## config.mk

```make
export PLATFORM = sky130hd
export DESIGN_NAME = delay_line_ctrl
export DESIGN_NICKNAME = d
export VERILOG_FILES = /design/src/rtl/delay_line_ctrl.sv
export SDC_FILE = /design/constraint.sdc
export NUM_CORES = 1
export LEC_CHECK = 0
export BUFFER_PORTS_ARGS = -buffer_cell sky130_fd_sc_hd__buf_2
export CAP_MARGIN = 20
export CORE_MARGIN = 2
export CORE_UTILIZATION = 49
export CTS_CLUSTER_SIZE = 14
export DETAILED_ROUTE_END_ITERATION = 10
export PLACE_DENSITY_LB_ADDON = 0.12
export SYNTH_ARGS = -nofsm -noshare
export SYNTH_HDL_FRONTEND = slang
export SYNTH_SLANG_ARGS = --single-unit
```

## constraint.sdc

```tcl
create_clock -name clk -period 2.95 [get_ports clk]
set_input_delay 0.7375 -clock clk [delete_from_list [all_inputs] [get_ports clk]]
set_output_delay 0.7375 -clock clk [all_outputs]
set_load 0.02 [all_outputs]
```

## src/rtl/delay_line_ctrl.sv

```systemverilog
// Address sequencer and controller for a RAM-based circular delay line.
// Clears the RAM after reset or reconfiguration, then writes one sample and
// reads the sample written D accepts earlier on every accepted input.
//
// Ports:
//   clk, reset          clock, asynchronous active-low reset
//   ena                 global enable; low stalls state and pointers
//   cfg_delay/cfg_load  requested delay and its load strobe (starts a flush)
//   cfg_busy            high while the RAM is being cleared
//   din/valid_in/ready_in   input sample handshake
//   dout/valid_out      delayed sample, one-cycle pulse per accepted input
//   drop_err            sticky: a sample was offered while not ready
//   ram_*               simple dual-port RAM, read-first, 1-cycle read latency
module delay_line_ctrl #(
  parameter  int unsigned W = 12,
  parameter  int unsigned L = 256,
  localparam int unsigned B = $clog2(L)
) (
  input  logic                clk,
  input  logic                reset,
  input  logic                ena,
  input  logic [B:0]          cfg_delay,
  input  logic                cfg_load,
  output logic                cfg_busy,
  input  logic signed [W-1:0] din,
  input  logic                valid_in,
  output logic                ready_in,
  output logic signed [W-1:0] dout,
  output logic                valid_out,
  output logic                drop_err,
  output logic                ram_we,
  output logic [B-1:0]        ram_waddr,
  output logic signed [W-1:0] ram_wdata,
  output logic                ram_re,
  output logic [B-1:0]        ram_raddr,
  input  logic signed [W-1:0] ram_rdata
);

  localparam logic [B:0]   DMAX       = (B+1)'(L);
  localparam logic [B-1:0] FLUSH_LAST = B'(L - 1);

  typedef enum logic {
    S_FLUSH = 1'b0,
    S_RUN   = 1'b1
  } state_t;

  state_t       state;
  logic [B-1:0] flush_cnt;
  logic [B-1:0] wp;
  logic [B:0]   dly;
  logic [B:0]   dly_clamped;
  logic         rd_pend;
  logic         accept;
  logic         flush_wr;

  // Requested delay limited to 1..L.
  always_comb begin
    dly_clamped = cfg_delay;
    if (cfg_delay == '0) begin
      dly_clamped = (B+1)'(1);
    end else if (cfg_delay > DMAX) begin
      dly_clamped = DMAX;
    end
  end

  // Handshake and RAM port decode. A cfg_load cycle makes no RAM access and
  // refuses the sample; reset forces every strobe low at once.
  always_comb begin
    ready_in  = reset && ena && (state == S_RUN) && !cfg_load;
    accept    = valid_in && ready_in;
    flush_wr  = reset && ena && (state == S_FLUSH) && !cfg_load;
    ram_we    = flush_wr || accept;
    ram_re    = accept;
    ram_waddr = (state == S_RUN) ? wp : flush_cnt;
    ram_wdata = accept ? din : '0;
    // wp - D mod L; D = L reads the slot being overwritten (read-first).
    ram_raddr = wp - dly[B-1:0];
  end

  // Control state, pointers and sticky drop flag.
  always_ff @(posedge clk or negedge reset) begin
    if (!reset) begin
      state     <= S_FLUSH;
      cfg_busy  <= 1'b1;
      flush_cnt <= '0;
      wp        <= '0;
      dly       <= DMAX;
      drop_err  <= 1'b0;
    end else begin
      if (cfg_load) begin
        state     <= S_FLUSH;
        cfg_busy  <= 1'b1;
        flush_cnt <= '0;
        dly       <= dly_clamped;
      end else if (ena) begin
        if (state == S_FLUSH) begin
          flush_cnt <= flush_cnt + 1'b1;
          if (flush_cnt == FLUSH_LAST) begin
            state    <= S_RUN;
            cfg_busy <= 1'b0;
            wp       <= '0;
          end
        end else if (accept) begin
          wp <= wp + 1'b1;
        end
      end
      // A sample refused by a cfg_load still counts, so set beats clear.
      drop_err <= (drop_err && !cfg_load) || (ena && valid_in && !ready_in);
    end
  end

  // Read return pipeline; runs regardless of ena so issued reads complete.
  always_ff @(posedge clk or negedge reset) begin
    if (!reset) begin
      rd_pend   <= 1'b0;
      valid_out <= 1'b0;
      dout      <= '0;
    end else begin
      rd_pend   <= accept;
      valid_out <= rd_pend;
      if (rd_pend) begin
        dout <= ram_rdata;
      end
    end
  end

endmodule

```

==> impl_metrics.env <==
export IMPL_die_h_um=71.9
export IMPL_cts_path_max_buffers=2
export IMPL_crit_family="compound AO/OA/AOI/OAI gates"
export IMPL_layout_common_cells="buf_2, dfrtp_1, nand2_1, mux2_2, nor2_1"
export IMPL_final_common_cell="buf_2"
export IMPL_wl_per_cell_um=13.7
export IMPL_antenna_found_initial=0
export IMPL_slew_headroom=0.685
export IMPL_finalNonFillerCells=363
export IMPL_wl_um=4970
export IMPL_gp_congestion=0.855
export IMPL_layout_min_cycle_time_ps=2880
export IMPL_grtUsageTotal=0.206
export IMPL_critPathKind="reg -> out"
export IMPL_path_buf_inv=3
export IMPL_clkTransAtPathRegs_ps=80
export IMPL_drtAntennaViolNets=0
export IMPL_ys_types=41
export IMPL_crit_arrival_ps=2140
export IMPL_drt_iter0_markers=84
export IMPL_worstSkewPairLatency_ps=300
export IMPL_dpl_hpwl_um=3700
export IMPL_overflow=0
export IMPL_placed_cells=353
export IMPL_postSynthAreaPerCell_um2=10.1
export IMPL_postSynthCellCount=223
export IMPL_rsz0062_at_grt="yes"
export IMPL_grt_pass1_wl_um=8340
export IMPL_multiInputGateArea_mm2=0.00118
export IMPL_start_util=0.512
export IMPL_wl_met3_um=257
export IMPL_max_freq_mhz=347
export IMPL_period_share=0.976
export IMPL_grt_max_degree=38
export IMPL_end_kind="output port"
export IMPL_pin_count=84
export IMPL_htreeDepth=2
export IMPL_regArea_mm2=0.00103
export IMPL_fin_setup_tns_ps=0
export IMPL_via_per_inst=5.21
export IMPL_fillers=349
export IMPL_drt_pass1_iterations=4
export IMPL_wl_met1_um=2280
export IMPL_ys_seq_elements=41
export IMPL_port_buffer_count=83
export IMPL_syn_area_mm2=0.00226
export IMPL_whs_ps=368
export IMPL_dieWidth_um=71.9
export IMPL_antennaDiodeCount=0
export IMPL_wl_met2_um=2380
export IMPL_reg2reg_to="wp[6]"
export IMPL_ys_warnings_count=0
export IMPL_path_cells="inv_2 -> ha_4 -> inv_2 -> fa_2 -> a21o_1 -> a21oi_2 -> o21bai_1 -> a21oi_2 -> xnor2_1 -> buf_4"
export IMPL_row_count=24
export IMPL_hold_class="in -> async"
export IMPL_slowest_delay_ps=390
export IMPL_grt_pass1_vias=1757
export IMPL_numCtsBuffers=5
export IMPL_cts_root_buf="clkbuf_8"
export IMPL_outcome="complete, no violations"
export IMPL_routed_top_layer="met4"
export IMPL_yosysSeqAreaShare=0.454
export IMPL_ir_worst_vdd_v=0.000238
export IMPL_drive_gt1_frac=0.428
export IMPL_slew_violations=0
export IMPL_required_ps=2210
export IMPL_dieArea_mm2=0.00517
export IMPL_cts_sinks=41
export IMPL_synth_edf_count=0
export IMPL_async_flop_share=1.00
export IMPL_setup_viol=0
export IMPL_vias=1893
export IMPL_power_leakage_uw=0.00158
export IMPL_nNetsFinal=358
export IMPL_powerDensity_mw_per_mm2=401
export IMPL_crit_slowest_cell="dfrtp_1"
export IMPL_start_kind="flip-flop"
export IMPL_hold_viol=0
export IMPL_cts_tree="built"
export IMPL_cap_violations=0
export IMPL_tightest_slew_ps=472
export IMPL_fin_skew_ps=3.18
export IMPL_synthFlopType="dfrtp_1"
export IMPL_core_mm2=0.00441
export IMPL_drc_errors=0
export IMPL_synth_fp_nets=271
export IMPL_syn_to_final_growth_pct=27.7
export IMPL_worstReg2RegStart="state"
export IMPL_cp_max_fo=2
export IMPL_r2r_cells=6
export IMPL_r2r_slack_ps=1140
worst max-delay path by stage:
| stage | from | depth (start not counted) | endpoint | slack (ps) |
|---|---|---|---|---|
| 2_1_floorplan | wp[0] | 9 | ram_raddr[6] | 340 |
| 3_3_place_gp | wp[0] | 10 | ram_raddr[6] | 220 |
| 3_5_place_dp | wp[0] | 10 | ram_raddr[6] | 180 |
| 4_1_cts | wp[0] | 10 | ram_raddr[6] | 10 |
| 5_1_grt | wp[0] | 10 | ram_raddr[6] | -40 |
| 6_report | wp[0] | 10 | ram_raddr[6] | 70 |
cell families (layout without fill, tap and decap cells):
family	after synthesis	count (layout)	share of synthesized area
and+or+nand+nor	73	73	0.168
DFF	41	41	0.454
AOI/OAI and AO/OA	39	39	0.113
buffers and inverters	25	113	0.0476
muxes	21	21	0.104
xor gates and xnor gates	14	14	0.0542
adders and majority gates	10	10	0.0587
synthesized netlist by cell type (3+ instances only):
library cell	instances	area (um2)
a21oi_1	14	70.1
mux2_2	20	225
o22ai_1	6	37.5
nand2b_1	3	18.8
inv_1	15	56.3
xnor2_1	7	61.3
and3_1	15	93.8
nand3_1	7	35.0
dfrtp_1	40	1000
a31oi_1	5	31.3
ha_1	9	113
nand2_1	23	86.3
nor2_1	16	60.1
xor2_1	7	61.3
clkbuf_1	5	18.8
metal layers:
| layer | track usage | vias to the layer above |
|---|---|---|
| li1 | - | 946 |
| met1 | 0.286 | 885 |
| met2 | 0.327 | 56 |
| met3 | 0.0514 | 6 |
| met4 | 0.0503 | 0 |
| met5 | 0 | - |
stage by stage:
step                      total power (uW)  cell area, um2  utilization  setup WS (ps)
after floorplan                        711            2260            -            340
after global placement                 786            2730        0.618            215
after detailed placement               790            2730        0.618            180
after CTS                             1160            2830        0.642           14.9
after global routing                  1220            2890        0.654          -43.4
final                                 1160            2890        0.654           69.6
registers in the layout, summed over array words and instances, names as in the netlist:
name / count
dout: 12
dly: 8
flush_cnt: 8
wp: 8
cfg_busy: 1
drop_err: 1
rd_pend: 1
state: 1
valid_out: 1
layout make-up:
type                            instances  share of cell area
Sequential cell                        41               0.357
Clock inverter                          3             0.00607
Multi-Input combinational cell        157               0.408
Tap cell                               52              0.0225
Inverter                               15              0.0195
Timing Repair Buffer                   90               0.163
Clock buffer                            5              0.0238
power by group:
part	switching (uW)	leakage, uW	internal [uW]	total (uW)
registers	9.56	0.000553	575	584
clock network	204	0.0000439	163	367
logic	117	0.000979	88.1	205
total	330	0.00158	826	1160
timing repair:
item	4_1_cts	5_1_grt
pin swaps	0	8
resized for setup	3	10
buffers inserted	1	1
hold buffers	0	0
endpoints found under the setup margin	1	2
worst reg2reg max path: stages, from the launching register on:
cell and delay (ps):
dfrtp_1 330, buf_4 230, and4b_1 500, and2_1 230
buf_4 180, a41oi_1 120, a31oi_1 150
No activity file was read; power rests on OpenSTA's default activity.
